===== src/rtl/shot_entry_ctrl.sv =====
// Keypad shot entry: debounces raw decoder codes into single press events and
// walks row -> column -> confirm, then offers the coordinate over valid/ready.
module shot_entry_ctrl #(
    parameter int          GRID_SIZE       = 8,
    parameter int          DEBOUNCE_CYCLES = 1_000_000,
    parameter logic [3:0]  CLEAR_KEY       = 4'hE,
    parameter logic [3:0]  CONFIRM_KEY     = 4'hF
) (
    input  logic       clk,
    input  logic       rst_n,
    input  logic [3:0] key,
    input  logic       key_down,
    input  logic       entry_en,
    input  logic       shot_ready,
    output logic       shot_valid,
    output logic [3:0] shot_row,
    output logic [3:0] shot_col,
    output logic       row_set,
    output logic       col_set,
    output logic [3:0] disp_row,
    output logic [3:0] disp_col,
    output logic       key_err
);
    localparam int         CW     = $clog2(DEBOUNCE_CYCLES + 1);
    localparam logic [CW-1:0] CNT_LAST = CW'(DEBOUNCE_CYCLES - 1);
    localparam logic [3:0] GRID_L = 4'(GRID_SIZE);

    typedef enum logic [1:0] {ROW, COL, CONF, SEND} state_t;

    logic [3:0]    key_s1, key_s2, last_key;
    logic          kd_s1, kd_s2, last_kd;
    logic          armed;
    logic [CW-1:0] cnt;
    logic          press_evt;
    logic [3:0]    press_code;

    always_ff @(posedge clk or negedge rst_n) begin
        if (!rst_n) begin
            key_s1   <= '0;
            key_s2   <= '0;
            last_key <= '0;
            kd_s1    <= 1'b0;
            kd_s2    <= 1'b0;
            last_kd  <= 1'b0;
        end else begin
            key_s1   <= key;
            key_s2   <= key_s1;
            last_key <= key_s2;
            kd_s1    <= key_down;
            kd_s2    <= kd_s1;
            last_kd  <= kd_s2;
        end
    end

    // Armed: count stable held samples toward a press. Disarmed: count
    // released samples toward re-arm, so a held key fires only once.
    always_ff @(posedge clk or negedge rst_n) begin
        if (!rst_n) begin
            armed      <= 1'b0;
            cnt        <= '0;
            press_evt  <= 1'b0;
            press_code <= '0;
        end else begin
            press_evt <= 1'b0;
            if (armed) begin
                if (!kd_s2) begin
                    cnt <= '0;
                end else if (!last_kd || key_s2 != last_key) begin
                    cnt <= CW'(1);
                end else if (cnt == CNT_LAST) begin
                    press_evt  <= 1'b1;
                    press_code <= key_s2;
                    armed      <= 1'b0;
                    cnt        <= '0;
                end else begin
                    cnt <= cnt + 1'b1;
                end
            end else begin
                if (kd_s2) begin
                    cnt <= '0;
                end else if (cnt == CNT_LAST) begin
                    armed <= 1'b1;
                    cnt   <= '0;
                end else begin
                    cnt <= cnt + 1'b1;
                end
            end
        end
    end

    state_t state, nxt;
    logic   evt, is_digit, is_clear, is_conf;

    assign evt      = press_evt && entry_en;
    assign is_digit = press_code < GRID_L;
    assign is_clear = press_code == CLEAR_KEY;
    assign is_conf  = press_code == CONFIRM_KEY;

    always_ff @(posedge clk or negedge rst_n) begin
        if (!rst_n) state <= ROW;
        else        state <= nxt;
    end

    always_comb begin
        nxt = state;
        case (state)
            ROW:  if (evt && is_digit) nxt = COL;
            COL:  if (evt && is_digit) nxt = CONF;
                  else if (evt && is_clear) nxt = ROW;
            CONF: if (evt && is_conf) nxt = SEND;
                  else if (evt && is_clear) nxt = ROW;
            SEND: if (shot_ready) nxt = ROW;
            default: nxt = ROW;
        endcase
    end

    logic       n_valid, n_row_set, n_col_set, n_err;
    logic [3:0] n_shot_row, n_shot_col, n_disp_row, n_disp_col;

    always_comb begin
        n_valid    = shot_valid;
        n_shot_row = shot_row;
        n_shot_col = shot_col;
        n_row_set  = row_set;
        n_col_set  = col_set;
        n_disp_row = disp_row;
        n_disp_col = disp_col;
        n_err      = 1'b0;
        case (state)
            ROW: if (evt) begin
                if (is_digit) begin
                    n_disp_row = press_code;
                    n_row_set  = 1'b1;
                end else if (!is_clear) begin
                    n_err = 1'b1;
                end
            end
            COL: if (evt) begin
                if (is_digit) begin
                    n_disp_col = press_code;
                    n_col_set  = 1'b1;
                end else if (is_clear) begin
                    n_row_set  = 1'b0;
                    n_col_set  = 1'b0;
                    n_disp_row = '0;
                    n_disp_col = '0;
                end else begin
                    n_err = 1'b1;
                end
            end
            CONF: if (evt) begin
                if (is_conf) begin
                    n_shot_row = disp_row;
                    n_shot_col = disp_col;
                    n_valid    = 1'b1;
                end else if (is_clear) begin
                    n_row_set  = 1'b0;
                    n_col_set  = 1'b0;
                    n_disp_row = '0;
                    n_disp_col = '0;
                end else if (is_digit) begin
                    n_disp_col = press_code;
                end else begin
                    n_err = 1'b1;
                end
            end
            SEND: if (shot_ready) begin
                n_valid    = 1'b0;
                n_row_set  = 1'b0;
                n_col_set  = 1'b0;
                n_disp_row = '0;
                n_disp_col = '0;
            end
            default: ;
        endcase
    end

    always_ff @(posedge clk or negedge rst_n) begin
        if (!rst_n) begin
            shot_valid <= 1'b0;
            shot_row   <= '0;
            shot_col   <= '0;
            row_set    <= 1'b0;
            col_set    <= 1'b0;
            disp_row   <= '0;
            disp_col   <= '0;
            key_err    <= 1'b0;
        end else begin
            shot_valid <= n_valid;
            shot_row   <= n_shot_row;
            shot_col   <= n_shot_col;
            row_set    <= n_row_set;
            col_set    <= n_col_set;
            disp_row   <= n_disp_row;
            disp_col   <= n_disp_col;
            key_err    <= n_err;
        end
    end
endmodule


===== config.mk =====
export PLATFORM = sky130hd
export DESIGN_NAME = shot_entry_ctrl
export DESIGN_NICKNAME = d
export VERILOG_FILES = /design/src/rtl/shot_entry_ctrl.sv
export SDC_FILE = /design/constraint.sdc
export NUM_CORES = 1
export LEC_CHECK = 0
export BUFFER_PORTS_ARGS = -buffer_cell sky130_fd_sc_hd__buf_4
export CORE_MARGIN = 1
export CORE_UTILIZATION = 45
export CTS_BUF_LIST = sky130_fd_sc_hd__clkbuf_4
export DETAILED_ROUTE_END_ITERATION = 7
export PLACE_DENSITY = 0.62
export SLEW_MARGIN = 10
export SYNTH_ARGS = -nofsm -noshare
export SYNTH_HDL_FRONTEND = slang
export SYNTH_SLANG_ARGS = --single-unit

===== constraint.sdc =====
create_clock -name clk -period 6.04 [get_ports clk]
set_clock_uncertainty 0.15 [all_clocks]
set_input_delay 1.208 -clock clk [delete_from_list [all_inputs] [get_ports clk]]
set_output_delay 1.208 -clock clk [all_outputs]
set_load 0.03 [all_outputs]

==> metrics, run 1 <==
GPL Wtd Cong=0.848; cells after synthesis=239; CP max FO=18; initial DRC count=182; setup violators final=0; Post-synth top cells=dfrtp_1 (63), nor2_1 (33), nand2_1 (16), xor2_1 (15); ANT nets after route=0; top-count cell post-synth=dfrtp_1; Reg2Reg Depth=6; outcome=complete, no violations; die outline height=80.1 microns; PD cells=274 nW/um^2; total number of vias=1795; RR Endpoint=cnt[8]$_DFF_PN0_; Crit path required time=6150 ps; maximum VDD drop=0.116 mV; worst slack at placement=3360 ps; family with the most delay on the worst path=simple AND/OR/NAND/NOR gates; asr flop ratio synth=100%; cells along the critical path=ha_1, nand2_2, or3_4, nor3_2, or2_1, nor2_1; final worst slack=3600 ps; FMAX=0.410 GHz; share of the synthesized area in the top cell type=57.5%; RR Startpoint=cnt[0]$_DFF_PN0_; Rows=28; #FFs+latches synth=63; crit start category=flop; DRT Pass-1 Iters=4; crit path to=cnt[8]$_DFF_PN0_; IO Count=29; TritonCTS clock tree=yes; most area-consuming cells after synthesis=dfrtp_1 (57%), xor2_1 (4.8%), nor2_1 (4.5%), mux2_2 (4.5%), ha_1 (2.7%); RSZ-0062 raised after global routing=false; Period minus WS final=2440 ps; Lkg Pwr=1.48 nW; area grow syn2layout=14.0%; H-tree levels=3; Final TNS setup=0 ps; Tcrit/Tclk final=40.4%; Worst Path Buf+Inv=0; Setup crit start=cnt[0]$_DFF_PN0_; Synth Flop Type=dfrtp_1; core region area=5890 sq um; Clock Latency Late Sink=390 ps; Unique masters post-synth=40; Slowest cell on crit path=or2_1; Worst Hold Class=reg -> reg; final core occ=53.1%; MaxCap Viol Count=0; Chip Width=80.1 microns; Total Power=0.000857 W; clock tree sinks=63; post-detail-place hpwl=3200 microns; hold_buf cts=0; antenna violations before repair=0; first-pass GRT wire length=8160 microns; number of synthesized flops with an enable pin=0; layout cells sized above 1=22.1%; register area share after synthesis=57.5%; vias in the first global route=1774; Ys Warns=0; Slew HR=48.6%; Post-CTS Setup Inserts=0; CTS resizes=0; GRT overflow=0; TritonCTS Buffers=9; critical path class=reg -> reg; syn nets=254; Worst path max stage delay=550 ps; Data arrival, critical path=2550 ps; DRC viols=0; clk slew on worst S/H paths=100 ps; Total Wirelength=4640 microns; # fillers=553; CP Capture Type=flop; routed vias/inst=5.06; Initial Util=46.6%; clk root buf=clkbuf_4; gr usage total=17.1%; Port Buffers=28; Antenna diodes=0; Yosys top cell by area=dfrtp_1; Mapped Avg Cell Area=11.5 sq um; Hold Fails Final Rpt=0; DIE AREA=6410 sq um; synthesized area=2740 sq um; Max Slew Vio Count=0; largest net degree at the start of global routing=64; CTS Buffer Depth=2; reg2reg setup slack=3600 ps; Routed WL per cell=13.1 microns; Slew @ Worst Pin=771 ps; Nets=290; critical path depth in cells=6
==> worst min path at each step <==
stage	start	end	depth (start not counted)
global placement	key_s1[1]$_DFF_PN0_	key_s2[1]$_DFF_PN0_	0
CTS	key_s1[3]$_DFF_PN0_	key_s2[3]$_DFF_PN0_	0
finish	key_s1[2]$_DFF_PN0_	key_s2[2]$_DFF_PN0_	0
floorplan	kd_s1$_DFF_PN0_	kd_s2$_DFF_PN0_	0
global route	key_s1[3]$_DFF_PN0_	key_s2[3]$_DFF_PN0_	0
detailed placement	key_s1[3]$_DFF_PN0_	key_s2[3]$_DFF_PN0_	0
==> kinds of logic (layout without fill, tap and decap cells) <==
group	Yosys count	in the layout	share of synthesized area, %
flip-flops	63	63	57.5
multiplexers	19	19	7.62
AO/OA/AOI/OAI	22	22	5.20
XOR/XNOR	22	22	7.02
adder cells (fa/ha/maj)	6	6	2.74
buffers and inverters	15	56	3.01
AND/OR/NAND/NOR	92	92	17.0
==> layout make-up <==
type	count	area (sq um)	area share, %
Timing Repair Buffer	29	218	6.96
Sequential cell	63	1580	50.4
Clock buffer	12	90.1	2.88
Tap cell	75	93.8	3.00
Inverter	11	41.3	1.32
Multi-Input combinational cell	161	1080	34.7
Clock inverter	4	22.5	0.720
==> sequential cells by signal, summed over array words and instances (netlist names), 2 cells and up <==
name / count
press_code: 4
disp_row: 4
cnt: 20
state: 2
shot_row: 4
last_key: 4
disp_col: 4
shot_col: 4
key_s2: 4
key_s1: 4
==> per-stage QoR <==
stage | hold slack (ps) | cell area, sq um | std cells
detailed placement | 187 | 3010 | 339
floorplan | 181 | 2740 | 239
global route | 221 | 3130 | 355
finish | 205 | 3130 | 355
global placement | 183 | 3010 | 339
CTS | 210 | 3130 | 355
==> layer usage <==
layer | share of wire [%] | vias up | global-route usage, %
li1 | - | 888 | -
met1 | 53 | 842 | 24.1
met2 | 41 | 57 | 23.5
met3 | 5.4 | 8 | 6.02
met4 | 1.4 | 0 | 8.04
met5 | 0 | - | 0
==> power by group <==
| part | internal (W) | leakage (nW) | switching, W |
|---|---|---|---|
| Sequential | 0.000444 | 0.832 | 0.0000177 |
| Clock | 0.0000967 | 0.0671 | 0.000143 |
| Combinational | 0.0000605 | 0.577 | 0.0000954 |
| Total | 0.000601 | 1.48 | 0.000256 |
==> placed cells by master, fill, tap and decap left out, types with 2 or more instances in the layout <==
cell / netlist / final
dfrtp_1: 63 / 63
nor2_1: 33 / 33
buf_4: 0 / 29
nand2_1: 16 / 16
xor2_1: 15 / 15
clkbuf_4: 0 / 12
inv_1: 11 / 11
mux2_2: 11 / 11
nand3_1: 10 / 10
xnor2_1: 7 / 7
o21ai_0: 6 / 6
a21oi_1: 6 / 6
ha_1: 6 / 6
nor3_1: 4 / 4
and3_1: 4 / 4
nand4_1: 4 / 4
mux2i_1: 4 / 4
mux2_1: 4 / 4
and2_1: 3 / 3
nor4_1: 3 / 3
clkinv_2: 0 / 3
a31oi_1: 2 / 2
nor4b_1: 2 / 2
nor3_2: 2 / 2
o2bb2ai_1: 2 / 2
nand2b_1: 2 / 2
nor2b_1: 2 / 2
No activity file was read; power rests on OpenSTA's default activity.
==> inputs of run 2 (changes only) <==
==> constraint.sdc (replaced) <==
create_clock -name clk -period 2.5 [get_ports clk]
set_clock_uncertainty 0.15 [all_clocks]
set_input_delay 0.5 -clock clk [delete_from_list [all_inputs] [get_ports clk]]
set_output_delay 0.5 -clock clk [all_outputs]
set_load 0.03 [all_outputs]
==> run 2 against run 1 <==
Net effect:
- the run now ends with negative hold slack left
- sequential power rose by 140%
- combinational power rose to 2.5 times the previous value
- clock power rose to 2.8 times the previous value
- first-iteration DRC count rose by 2.2%
- via count rose by 3.7%
- global-route usage rose by 1.3 points
- non-clock buffer count rose by 3
- hold slack got worse by 220 ps
- fmax rose by 12%
- die area did not move
- routed wire length rose by 4.9%
- critical path type unchanged
- highest routed layer unchanged
==> metrics, run 2 (synthesis gave the netlist of run 1 again) <==
antenna violations before repair=0; outcome=finished with violations; TritonCTS clock tree=yes; cells along the critical path=inv_1, ha_1, nor2_1, a21oi_1, a21oi_1, nand4_1, mux2_2; DRC viols=0; clock tree sinks=63; IO Count=29; FMAX=0.459 GHz; Port Buffers=28; final cell count without fillers=357; post-detail-place hpwl=3340 microns; Fin Hold WS=-11.1 ps; core region area=5890 sq um; CP Capture Type=flop; PD cells=692 nW/um^2; Slew @ Worst Pin=758 ps; worst slack at placement=324 ps; CTS Buffer Depth=2; Chip Width=80.1 microns; area grow syn2layout=15.4%; TritonCTS Buffers=9; Data arrival, critical path=2320 ps; Post-CTS Setup Inserts=0; MaxCap Viol Count=0; Crit path required time=2650 ps; Final Instance Area=3170 sq um; GPL Wtd Cong=0.933; critical path class=reg -> reg; failing checks=negative hold slack; Worst Hold Class=in -> async; Lkg Pwr=1.50 nW; DRT Pass-1 Iters=4; setup violators final=0; Period minus WS final=2180 ps; first-pass GRT wire length=8660 microns; total number of vias=1861; GRT overflow=0; most common cell after layout, fill and taps aside=dfrtp_1; Initial Util=46.6%; gr usage total=18.4%; most frequent cells in the layout=dfrtp_1 (63), nor2_1 (33), buf_4 (32), nand2_1 (16), xor2_1 (15); layout cells sized above 1=22.7%; Tcrit/Tclk final=87.1%; Max Slew Vio Count=0; RSZ-0062 raised after global routing=false; Hold Fails Final Rpt=6; Clock Latency Late Sink=410 ps; max reg flops=20; maximum VDD drop=0.415 mV; clk slew on worst S/H paths=100 ps; most flop-heavy register=cnt; CTS resizes=0; Routed WL per cell=13.6 microns; Slew HR=49.4%; initial DRC count=186; hold_buf cts=0; Placed Cells=342; ANT nets after route=0; final worst slack=322 ps; Slowest cell on crit path=dfrtp_1; largest net degree at the start of global routing=64; Worst path most repeated cell=a21oi_1; Nets=293; Total Wirelength=4860 microns; CP max FO=8; crit start category=flop; H-tree levels=3; routed vias/inst=5.21; Final TNS setup=0 ps; vias in the first global route=1813; Worst path max stage delay=410 ps; Area after DPL=3040 sq um; DIE AREA=6410 sq um; Rows=28; Antenna diodes=0; clk root buf=clkbuf_4; die outline height=80.1 microns; final core occ=53.8%
[run 2: cell types whose count changed in the layout (fill, tap and decap cells not counted)]
cell and change:
clkbuf_4 -1, buf_4 +3, clkinv_2 -1, bufinv_16 +1
[run 2: critical path: cells and delay by family, from the launching register on]
family	cells	cell delay, ps
buffers and inverters	1	100
AND/OR/NAND/NOR	2	520
flip-flops	1	410
multiplexers	1	350
AO/OA/AOI/OAI	2	240
adder cells (fa/ha/maj)	1	300
[run 2: where the power goes]
| part | total [W] | switching (W) | internal, W |
|---|---|---|---|
| combinational | 0.000397 | 0.000240 | 0.000158 |
| clock | 0.000679 | 0.000360 | 0.000319 |
| sequential | 0.00111 | 0.0000420 | 0.00107 |
[run 2: metal layers]
metal / up-vias / share of wire [%] / global-route usage [%]
li1: 900 / - / -
met1: 886 / 49 / 25.4
met2: 65 / 43 / 25.5
met3: 10 / 5.6 / 5.23
met4: 0 / 2.5 / 11.1
met5: - / 0 / 0
[run 2: final cells by class]
| class | instances | area, sq um |
|---|---|---|
| fillers | 548 | 2720 |
| multi-input cells | 161 | 1080 |
| well taps | 75 | 93.8 |
| clock buffers | 11 | 82.6 |
| inverters | 11 | 41.3 |
| clock inverters | 4 | 47.5 |
| repair buffers | 32 | 240 |
| flip-flops and latches | 63 | 1580 |
[run 2: through the flow]
step	hold WS (ps)	power (W)
2_1_floorplan	54.4	0.00138
3_3_place_gp	182	0.00152
3_5_place_dp	185	0.00153
4_1_cts	21.4	0.00222
5_1_grt	7.50	0.00232
6_report	-11.1	0.00219
[run 2: path summary, 6_finish.rpt]
kind                                           start                       to  slack (ps)  depth (start not counted)
max in group asynchronous                      rst_n      key_s1[2]$_DFF_PN0_        1700                          1
worst min register to register   key_s1[0]$_DFF_PN0_      key_s2[0]$_DFF_PN0_         210                          0
worst min-delay path                           rst_n  disp_col[0]$_DFFE_PN0P_         -10                          1
min in group clk                              key[3]      key_s1[3]$_DFF_PN0_          40                          1
worst max-delay path            state[0]$_DFFE_PN0P_      row_set$_DFFE_PN0P_         320                          7
worst max register to register  state[0]$_DFFE_PN0P_      row_set$_DFFE_PN0P_         320                          7
